$ cat src/rtl/keypad_row_scanner_pkg.sv
// Shared types and constants for the 4x4 keypad row scanner.
// The key map and state encoding are used by the RTL and by the bench.
package keypad_pkg;

    typedef enum logic [1:0] {
        SCAN,
        DEBOUNCE_PRESS,
        HELD,
        DEBOUNCE_RELEASE
    } scan_state_t;

    localparam logic [3:0] ROW_IDLE = 4'b1111;

    // Rows 0..3 top to bottom, columns 0..3 left to right.
    localparam logic [3:0] KEYMAP [4][4] = '{
        '{4'h1, 4'h2, 4'h3, 4'hA},
        '{4'h4, 4'h5, 4'h6, 4'hB},
        '{4'h7, 4'h8, 4'h9, 4'hC},
        '{4'hE, 4'h0, 4'hF, 4'hD}
    };

    // Index of the lowest column reading 0; only meaningful when cols != 4'hF.
    function automatic logic [1:0] lowest_low_col(input logic [3:0] cols);
        logic [1:0] idx;
        idx = 2'd0;
        for (int i = 3; i >= 0; i--) begin
            if (!cols[i]) idx = 2'(i);
        end
        return idx;
    endfunction

endpackage

$ cat src/rtl/keypad_row_scanner_row_driver.sv
// Row rotation for the keypad: each row is driven low for SCAN_DIV cycles.
// freeze parks the current row; advance jumps to the next row with a fresh dwell.
module row_driver #(
    parameter int SCAN_DIV = 24000
) (
    input  logic       clk,
    input  logic       reset,
    input  logic       advance,
    input  logic       freeze,
    output logic [3:0] row,
    output logic [1:0] row_idx,
    output logic       sample_en
);

    localparam int CNT_W = $clog2(SCAN_DIV);
    localparam logic [CNT_W-1:0] DWELL_LAST = CNT_W'(SCAN_DIV - 1);

    logic [CNT_W-1:0] dwell_cnt;
    logic [1:0]       next_idx;

    assign next_idx  = row_idx + 2'd1;
    assign sample_en = (dwell_cnt == DWELL_LAST);

    always_ff @(posedge clk) begin
        if (reset) begin
            dwell_cnt <= '0;
            row_idx   <= 2'd0;
            row       <= 4'b1110;
        end else if (advance || (!freeze && sample_en)) begin
            dwell_cnt <= '0;
            row_idx   <= next_idx;
            row       <= ~(4'b0001 << next_idx);
        end else if (freeze) begin
            // Parked row restarts its dwell from zero once released.
            dwell_cnt <= '0;
        end else begin
            dwell_cnt <= dwell_cnt + CNT_W'(1);
        end
    end

endmodule

$ cat src/rtl/keypad_row_scanner.sv
// 4x4 keypad scanner: rotates rows, debounces press and release of one key,
// and emits a single key_valid pulse with the hex code per accepted press.
module keypad_row_scanner
    import keypad_pkg::*;
#(
    parameter int SCAN_DIV        = 24000,
    parameter int DEBOUNCE_CYCLES = 480000
) (
    input  logic       clk,
    input  logic       reset,
    input  logic [3:0] col_sync,
    output logic [3:0] row,
    output logic [3:0] key_code,
    output logic       key_valid,
    output logic       key_held
);

    localparam int DEB_W = $clog2(DEBOUNCE_CYCLES);
    localparam logic [DEB_W-1:0] DEB_LAST = DEB_W'(DEBOUNCE_CYCLES - 1);

    scan_state_t      state;
    logic [DEB_W-1:0] deb_cnt;
    logic [1:0]       lat_row;
    logic [1:0]       lat_col;
    logic [1:0]       row_idx;
    logic             sample_en;
    logic             any_low;
    logic             lat_col_high;
    logic             freeze;
    logic             advance;

    assign any_low      = (col_sync != 4'hF);
    assign lat_col_high = col_sync[lat_col];

    always_comb begin
        freeze  = (state != SCAN) || (sample_en && any_low);
        advance = 1'b0;
        case (state)
            DEBOUNCE_PRESS:   advance = lat_col_high;
            DEBOUNCE_RELEASE: advance = lat_col_high && (deb_cnt == DEB_LAST);
            default:          advance = 1'b0;
        endcase
    end

    row_driver #(
        .SCAN_DIV (SCAN_DIV)
    ) u_row_driver (
        .clk       (clk),
        .reset     (reset),
        .advance   (advance),
        .freeze    (freeze),
        .row       (row),
        .row_idx   (row_idx),
        .sample_en (sample_en)
    );

    // Position latch is written on every SCAN->DEBOUNCE_PRESS entry before use.
    always_ff @(posedge clk) begin
        if (state == SCAN && sample_en && any_low) begin
            lat_row <= row_idx;
            lat_col <= lowest_low_col(col_sync);
        end
    end

    always_ff @(posedge clk) begin
        if (reset) begin
            state     <= SCAN;
            deb_cnt   <= '0;
            key_code  <= 4'h0;
            key_valid <= 1'b0;
            key_held  <= 1'b0;
        end else begin
            key_valid <= 1'b0;
            case (state)
                SCAN: begin
                    if (sample_en && any_low) begin
                        deb_cnt <= '0;
                        state   <= DEBOUNCE_PRESS;
                    end
                end
                DEBOUNCE_PRESS: begin
                    if (lat_col_high) begin
                        state <= SCAN;
                    end else if (deb_cnt == DEB_LAST) begin
                        key_valid <= 1'b1;
                        key_code  <= KEYMAP[lat_row][lat_col];
                        key_held  <= 1'b1;
                        state     <= HELD;
                    end else begin
                        deb_cnt <= deb_cnt + DEB_W'(1);
                    end
                end
                HELD: begin
                    if (lat_col_high) begin
                        deb_cnt <= '0;
                        state   <= DEBOUNCE_RELEASE;
                    end
                end
                DEBOUNCE_RELEASE: begin
                    // A bounce back to pressed keeps the key held without a new pulse.
                    if (!lat_col_high) begin
                        state <= HELD;
                    end else if (deb_cnt == DEB_LAST) begin
                        key_held <= 1'b0;
                        state    <= SCAN;
                    end else begin
                        deb_cnt <= deb_cnt + DEB_W'(1);
                    end
                end
                default: state <= SCAN;
            endcase
        end
    end

endmodule

$ cat config.mk
export PLATFORM = sky130hd
export DESIGN_NAME = keypad_row_scanner
export DESIGN_NICKNAME = d
export VERILOG_FILES = /design/src/rtl/keypad_row_scanner_pkg.sv /design/src/rtl/keypad_row_scanner_row_driver.sv /design/src/rtl/keypad_row_scanner.sv
export SDC_FILE = /design/constraint.sdc
export NUM_CORES = 1
export LEC_CHECK = 0
export ABC_CLOCK_PERIOD_IN_PS = 3700
export CORE_ASPECT_RATIO = 1.75
export CORE_UTILIZATION = 43
export DETAILED_ROUTE_END_ITERATION = 10
export DONT_BUFFER_PORTS = 1
export GPL_TIMING_DRIVEN = 0
export PLACE_DENSITY = 0.56
export SYNTH_ARGS = -nofsm -noshare
export SYNTH_HDL_FRONTEND = slang
export SYNTH_HIERARCHICAL = 1
export SYNTH_SLANG_ARGS = --single-unit
$ cat constraint.sdc
create_clock -name clk -period 3.7 [get_ports clk]
set_input_delay 0.37 -clock clk [delete_from_list [all_inputs] [get_ports clk]]
set_output_delay 0.37 -clock clk [all_outputs]
set_load 0.02 [all_outputs]
==> results of run 1 <==
## flip-flops by register name (all words and copies together), names as in the netlist, named ones only
signal                  flops
deb_cnt                    19
u_row_driver/dwell_cnt     15
lat_col                     2
key_valid                   1
key_code                    4
state                       1
key_held                    1
u_row_driver/row            4
lat_row                     2
u_row_driver/row_idx        2
## layout by cell type (no fill, tap or decap), drive strengths merged, types with 7 or more instances in the layout
| master | n |
|---|---|
| dfxtp | 48 |
| nor2 | 40 |
| nand2 | 24 |
| nand3 | 21 |
| clkbuf | 15 |
| nand4 | 13 |
| inv | 13 |
| xnor2 | 13 |
| nor4 | 12 |
| nor3 | 10 |
| a21oi | 9 |
| o21ai | 8 |
| mux2i | 8 |
| a31o | 7 |
| buf | 7 |
## synth_stat cells, types with 3 or more instances
| cell | count |
|---|---|
| nand3_1 | 21 |
| a21oi_1 | 8 |
| clkbuf_1 | 10 |
| mux2i_1 | 7 |
| o21ai_0 | 8 |
| nand2_1 | 24 |
| a31oi_1 | 4 |
| a21o_1 | 3 |
| o41ai_1 | 5 |
| edfxtp_1 | 4 |
| dfxtp_1 | 48 |
| xnor2_1 | 13 |
| and4_1 | 4 |
| nor2_1 | 39 |
| nor3_1 | 9 |
| nand2b_1 | 5 |
| a31o_2 | 7 |
| inv_1 | 13 |
| nand4_1 | 13 |
| nor4_1 | 11 |
| o32ai_1 | 4 |
| a311o_1 | 4 |
| nor2b_1 | 6 |
| ha_1 | 6 |
| buf_2 | 4 |
| or4_1 | 4 |
## metal layers
layer / global-route usage / up-vias / share of wire
met5: 0 / - / 0
met4: 0.106 / 0 / 0.025
met3: 0.0422 / 11 / 0.032
met2: 0.388 / 41 / 0.52
met1: 0.228 / 1196 / 0.42
li1: - / 1222 / -
## kinds of logic after synthesis
kind of cell	synth area share
AND/OR/NAND/NOR	0.303
AO/OA/AOI/OAI	0.144
flip-flops	0.376
adder cells (fa/ha/maj)	0.0261
multiplexers	0.0622
buffers and inverters	0.0461
XOR/XNOR	0.0426
## layout make-up
cell class / count / area [um2] / share of cell area
Multi-Input combinational cell: 246 / 1660 / 0.531
Clock buffer: 5 / 125 / 0.0400
Buffer: 17 / 83.8 / 0.0268
Tap cell: 82 / 103 / 0.0328
Clock inverter: 3 / 23.8 / 0.00760
Inverter: 13 / 48.8 / 0.0156
Sequential cell: 52 / 1080 / 0.346
## worst max-delay path, cell delays in order (launching register included)
cell,delay [ns]
dfxtp_1,0.35
or4b_4,0.56
nor4_4,0.43
a31oi_1,0.20
a22oi_2,0.26
nand2_1,0.19
buf_2,0.25
a31o_2,0.26
## metrics by stage
step                      utilization  total power [mW]
final                           0.482              1.08
after CTS                       0.482              1.09
after global placement          0.459             0.618
after global routing            0.482              1.13
after floorplan                     -             0.609
after detailed placement        0.459             0.618
## power groups by stage
stage               registers [mW]  logic [mW]  clock network, mW
floorplan                    0.584      0.0257                  0
finish                       0.571      0.0335              0.478
CTS                          0.571      0.0338              0.488
global route                 0.572      0.0376              0.517
detailed placement           0.584      0.0337                  0
global placement             0.584      0.0336                  0
## path summary, 6_finish.rpt
path / startpoint / endpoint / slack [ns] / cells after the start
worst min register to register: u_row_driver/dwell_cnt[0] / u_row_driver/dwell_cnt[0] / 0.47 / 1
worst max-delay path: u_row_driver/dwell_cnt[9] / deb_cnt[10] / 1.10 / 7
worst max register to register: u_row_driver/dwell_cnt[9] / deb_cnt[10] / 1.10 / 7
worst min-delay path: reset / u_row_driver/row[3] / 0.26 / 2
==> reports/metrics.csv, run 1 <==
stage,metric,value,unit
power_and_ir_drop,Net Sw Frac,0.231,
placement,pre-CTS WS,1.07,ns
placement,GP Congestion,0.815,
synthesis,YS warnings,6,
setup_path,Setup CP Type,flip-flop to flip-flop,
power_and_ir_drop,Psw,0.250,mW
clock_network,htree depth,2,
synthesis,syn avg cell area,8.77,um2
floorplan,die area,7030,um2
synthesis,Synth area leader,dfxtp_1,
sta,slew margin rel.,0.616,
sta,setup ws final,1.10,ns
route,DRT antenna net count,0,
layout,Finished Layout Cells,418,
synthesis,Area contributors post-synth,"dfxtp_1 33%, nor2_1 5.1%, edfxtp_1 4.2%",
floorplan,Core Region,6490,um2
grt,total track usage,0.212,
outcome,run status,"complete, no violations",
clock_network,clk buf depth,2,
route,via/cell ratio,5.91,
synthesis,Cells after Synth,328,
layout,"Design Area, Final",3130,um2
sta,Max Clock Skew,0.00697,ns
setup_path,Crit. End Element,flip-flop,
job,Max Cap Viol,0,
clock_network,clk sink count,52,
sta,Fmax,0.384,GHz
route,Post-Route WL,6.70,mm
hold_path,Hold/Removal Path Class,input pin to flip-flop,
placement,Port Buf Inserts,0,
synthesis,Post-synth EDFFs,4,
synthesis,area fraction of the dominant cell type after synthesis,0.334,
grt,vias in the first global route,2386,
layout,area delta synth->final,8.75,%
clock_network,post-cts hold buffer count,0,
route,Vias,2470,
clock_network,Resize count post-CTS,0,
sta,Tcrit/Tclk final,0.703,
power_and_ir_drop,Lkg Pwr,1.10,nW
route,Pre-antenna DRT Iters,4,
grt,global-route congestion overflow total,0,
layout,layout cell share with drive strength beyond 1,0.122,
placement,dpl cells,410,
setup_path,Setup crit start kind,flip-flop,
power_and_ir_drop,Pint,0.833,mW
floorplan,Die Ht,110,um
clock_network,CTS Root Buffer Type,clkbuf_16,
power_and_ir_drop,Comb pwr share,0.031,
placement,HPWL after DPL,4.84,mm
grt,largest net degree at the start of global routing,18,
floorplan,die boundary width,63.8,um
layout,Diodes inserted,0,
sta,RSZ-0062 raised after global routing,false,
sta,setup tns final,0,ns
route,Routed WL per cell,16.0,um
sta,final hold vios,0,
synthesis,syn_nets,340,
clock_network,CTS tree,built,
sta,Hold WS,0.257,ns
clock_network,CTS Buf Count,5,
clock_network,Skew-Pair Late Insertion Delay,0.30,ns
floorplan,Ports,16,
floorplan,std cell rows,39,
clock_network,setup repair bufs after CTS,0,
power_and_ir_drop,worst vdd ir,0.291,mV
synthesis,post-synthesis sequential area ratio,0.376,
grt,first-pass GRT wire length,11.4,mm
sta,Slew Limit Fails,0,
synthesis,"Async S/R FF share, synth",0,
setup_path,required time of the critical path,3.89,ns
route,DR DRC count,0,
layout,Fillers,627,
synthesis,Synth Flop Type,dfxtp_1,
sta,min Tclk post-route,2.60,ns
floorplan,Initial Utilization,0.443,
placement,Area after DPL,2980,um2
power_and_ir_drop,pwr/cell area,346,nW/um2
synthesis,Synth cell types,61,
sta,worst slew pin tran,0.571,ns
clock_network,Worst-path clk slew,0.07,ns
setup_path,CP max FO,10,
setup_path,Worst Path Arrival,2.79,ns
route,DRT iter0 DRCs,140,
power_and_ir_drop,register share of total power,0.527,
synthesis,synthesized area,2880,um2
layout,fin nets,347,
sta,setup violators final,0,
synthesis,"FF+latch count, synth",52,
power_and_ir_drop,Clock Power Share,0.442,
grt,antenna violations before repair,0,
(Power assumes the default switching activity.)
==> inputs of run 2 (changes only) <==
Settings changed: ABC_CLOCK_PERIOD_IN_PS 3700 to 2600.
Clock period 3.7 ns to 2.6 ns, I/O delays scaled along.
==> run 2 against run 1 <==
Count of clock-buffer cells in the layout unchanged; via count fell by 0.32%; sequential share of layout area shrank 0.25 points; worst setup slack got worse by 0.93 ns; combinational power rose by 44%; first-iteration DRC count down 10%; clock skew hardly changed; total power up 43%; critical path depth is the same; global-route usage stayed put; fmax increased by 7.2%; critical path type unchanged; largest power group unchanged.
==> reports/metrics.csv, run 2 (synthesis gave the netlist of run 1 again) <==
stage,metric,value,unit,change
floorplan,std cell rows,39,,unchanged
sta,min Tclk post-route,2.43,ns,-0.175 ns
setup_path,CP max FO,10,,unchanged
route,via/cell ratio,5.88,,-0.56%
setup_path,Setup crit start kind,flip-flop,,
setup_path,reg2reg start,u_row_driver/dwell_cnt[9],,
floorplan,die area,7030,um2,unchanged
sta,RSZ-0062 raised after global routing,false,,
clock_network,CTS tree,built,,
route,DRT antenna net count,0,,unchanged
clock_network,clk sink count,52,,unchanged
layout,Fillers,626,,-0.16%
layout,"commonest non-fill, non-tap cell in the layout",dfxtp_1,,
setup_path,Worst R2R End,deb_cnt[10],,
layout,Largest Register,deb_cnt,,
hold_path,min-delay src,reset,,
hold_path,Hold/Removal Path Class,input pin to flip-flop,,
sta,worst slew pin tran,0.571,ns,-0.000000179 ns
layout,area delta synth->final,9.53,%,
power_and_ir_drop,Lkg Pwr,1.10,nW,+0.52%
layout,Layout Utilization,0.485,,+0.00347
clock_network,Worst-path clk slew,0.07,ns,about the same
power_and_ir_drop,Clock Power Share,0.442,,about the same
grt,total track usage,0.212,,unchanged
clock_network,htree depth,2,,unchanged
layout,Largest register FFs,19,,unchanged
power_and_ir_drop,Net Sw Frac,0.233,,+0.00133
power_and_ir_drop,Psw,0.359,mW,+43%
power_and_ir_drop,pwr/cell area,490,nW/um2,+42%
layout,fin nets,348,,+0.29%
setup_path,worst reg2reg path depth,7,,unchanged
grt,vias in the first global route,2395,,+0.38%
power_and_ir_drop,worst vdd ir,0.414,mV,+42%
clock_network,CTS Root Buffer Type,clkbuf_16,,
grt,antenna violations before repair,0,,unchanged
route,DRT iter0 DRCs,126,,-10%
placement,HPWL after DPL,4.84,mm,unchanged
sta,final hold vios,0,,unchanged
setup_path,Worst R2R Setup Slack,0.17,ns,-0.93 ns
layout,Regs by FF count,"deb_cnt (19), u_row_driver/dwell_cnt (15)",,
power_and_ir_drop,Comb pwr share,0.031,,about the same
hold_path,Hold Path Stages,2,,unchanged
floorplan,die boundary width,63.8,um,unchanged
clock_network,CTS Buf Count,5,,unchanged
sta,Fmax,0.412,GHz,+7.2%
grt,global-route congestion overflow total,0,,unchanged
placement,Area after DPL,2980,um2,unchanged
power_and_ir_drop,Pint,1.18,mW,+42%
floorplan,Initial Utilization,0.443,,unchanged
sta,slew margin rel.,0.616,,unchanged
setup_path,Setup CP Type,flip-flop to flip-flop,,
floorplan,Die Ht,110,um,unchanged
grt,largest net degree at the start of global routing,18,,unchanged
layout,Diodes inserted,0,,unchanged
placement,pre-CTS WS,-0.0286,ns,-1.10 ns
floorplan,Core Region,6490,um2,unchanged
layout,most frequent cells in the layout,"48 x dfxtp_1, 39 x nor2_1, 24 x nand2_1",,
sta,Max Clock Skew,0.00677,ns,-0.000199 ns
outcome,run status,"complete, no violations",,
clock_network,clk buf depth,2,,unchanged
sta,setup violators final,0,,unchanged
floorplan,Ports,16,,unchanged
hold_path,hold endpoint,u_row_driver/row[3],,
placement,GP Congestion,0.815,,unchanged
layout,layout cell share with drive strength beyond 1,0.131,,+0.00854
route,Routed WL per cell,16.1,um,+0.21%
route,DR DRC count,0,,unchanged
grt,first-pass GRT wire length,11.4,mm,unchanged
power_and_ir_drop,register share of total power,0.527,,about the same
setup_path,Crit. End Element,flip-flop,,
sta,setup ws final,0.173,ns,-0.925 ns
sta,Hold WS,0.146,ns,-0.111 ns
setup_path,Worst Path Arrival,2.62,ns,-0.17 ns
setup_path,required time of the critical path,2.79,ns,-1.10 ns
sta,Tcrit/Tclk final,0.933,,+0.230
clock_network,Skew-Pair Late Insertion Delay,0.30,ns,about the same
route,Post-Route WL,6.73,mm,+0.45%
placement,Port Buf Inserts,0,,unchanged
job,Max Cap Viol,0,,unchanged
route,Vias,2462,,-0.32%
clock_network,post-cts hold buffer count,0,,unchanged
layout,"Design Area, Final",3150,um2,+0.72%
route,Pre-antenna DRT Iters,4,,unchanged
sta,Slew Limit Fails,0,,unchanged
run 2: cell count changes in the layout (fill, tap and decap cells not counted):
cell     previous run  this run
nor2_2              1         0
nor2_4              0         1
nand3_2             0         2
buf_4               2         3
nand3_1            21        19
run 2: timing repair:
| item | in CTS | in global routing |
|---|---|---|
| setup buffers | 1 | 0 |
| gates resized for setup | 0 | 3 |
| setup endpoints to repair | 7 | 23 |
| pin swaps | 1 | 0 |
run 2: worst max path at each step:
stage | from | end | slack, ns | cells past startpoint
5_1_grt | u_row_driver/dwell_cnt[0] | deb_cnt[15] | 0.003 | 8
3_5_place_dp | u_row_driver/dwell_cnt[0] | deb_cnt[7] | -0.03 | 8
2_1_floorplan | u_row_driver/dwell_cnt[9] | deb_cnt[2] | 0.29 | 6
4_1_cts | u_row_driver/dwell_cnt[0] | deb_cnt[7] | 0.004 | 8
6_report | u_row_driver/dwell_cnt[9] | deb_cnt[10] | 0.17 | 7
3_3_place_gp | u_row_driver/dwell_cnt[0] | deb_cnt[6] | 0.01 | 8
run 2: area by class of cell:
cell class / count / area (um2) / share of cell area
multi-input cells: 246 / 1680 / 0.532
flip-flops and latches: 52 / 1080 / 0.343
clock buffers: 5 / 125 / 0.0397
well taps: 82 / 103 / 0.0326
plain buffers: 17 / 83.8 / 0.0266
inverters: 13 / 48.8 / 0.0155
clock inverters: 3 / 23.8 / 0.00755
repair buffers: 1 / 7.51 / 0.00238
run 2: layer usage:
metal,track usage,routed length (um),up-vias,part of all wire
li1,-,-,1225,-
met1,0.228,2850,1196,0.42
met2,0.388,3560,31,0.53
met3,0.0422,170,10,0.025
met4,0.106,155,0,0.023
met5,0,0,-,0
run 2: per-stage QoR:
stage | std cells | power, mW | setup TNS (ns)
floorplan | 328 | 0.867 | 0
global placement | 410 | 0.879 | 0
detailed placement | 410 | 0.879 | -0.180
CTS | 419 | 1.56 | 0
global route | 419 | 1.60 | 0
finish | 419 | 1.54 | 0
run 2: power groups by stage:
stage	Combinational (mW)	Sequential (mW)	Clock, mW
CTS	0.0481	0.813	0.695
finish	0.0482	0.813	0.683
floorplan	0.0366	0.831	0
global route	0.0537	0.814	0.735
global placement	0.0477	0.831	0
detailed placement	0.0480	0.831	0
run 2: worst max-delay path, stage by stage (launching register included):
cell	delay, ns
dfxtp_1	0.35
or4b_4	0.56
nor4_4	0.28
a31oi_1	0.18
a22oi_2	0.26
nand2_1	0.19
buf_2	0.23
a31o_2	0.26
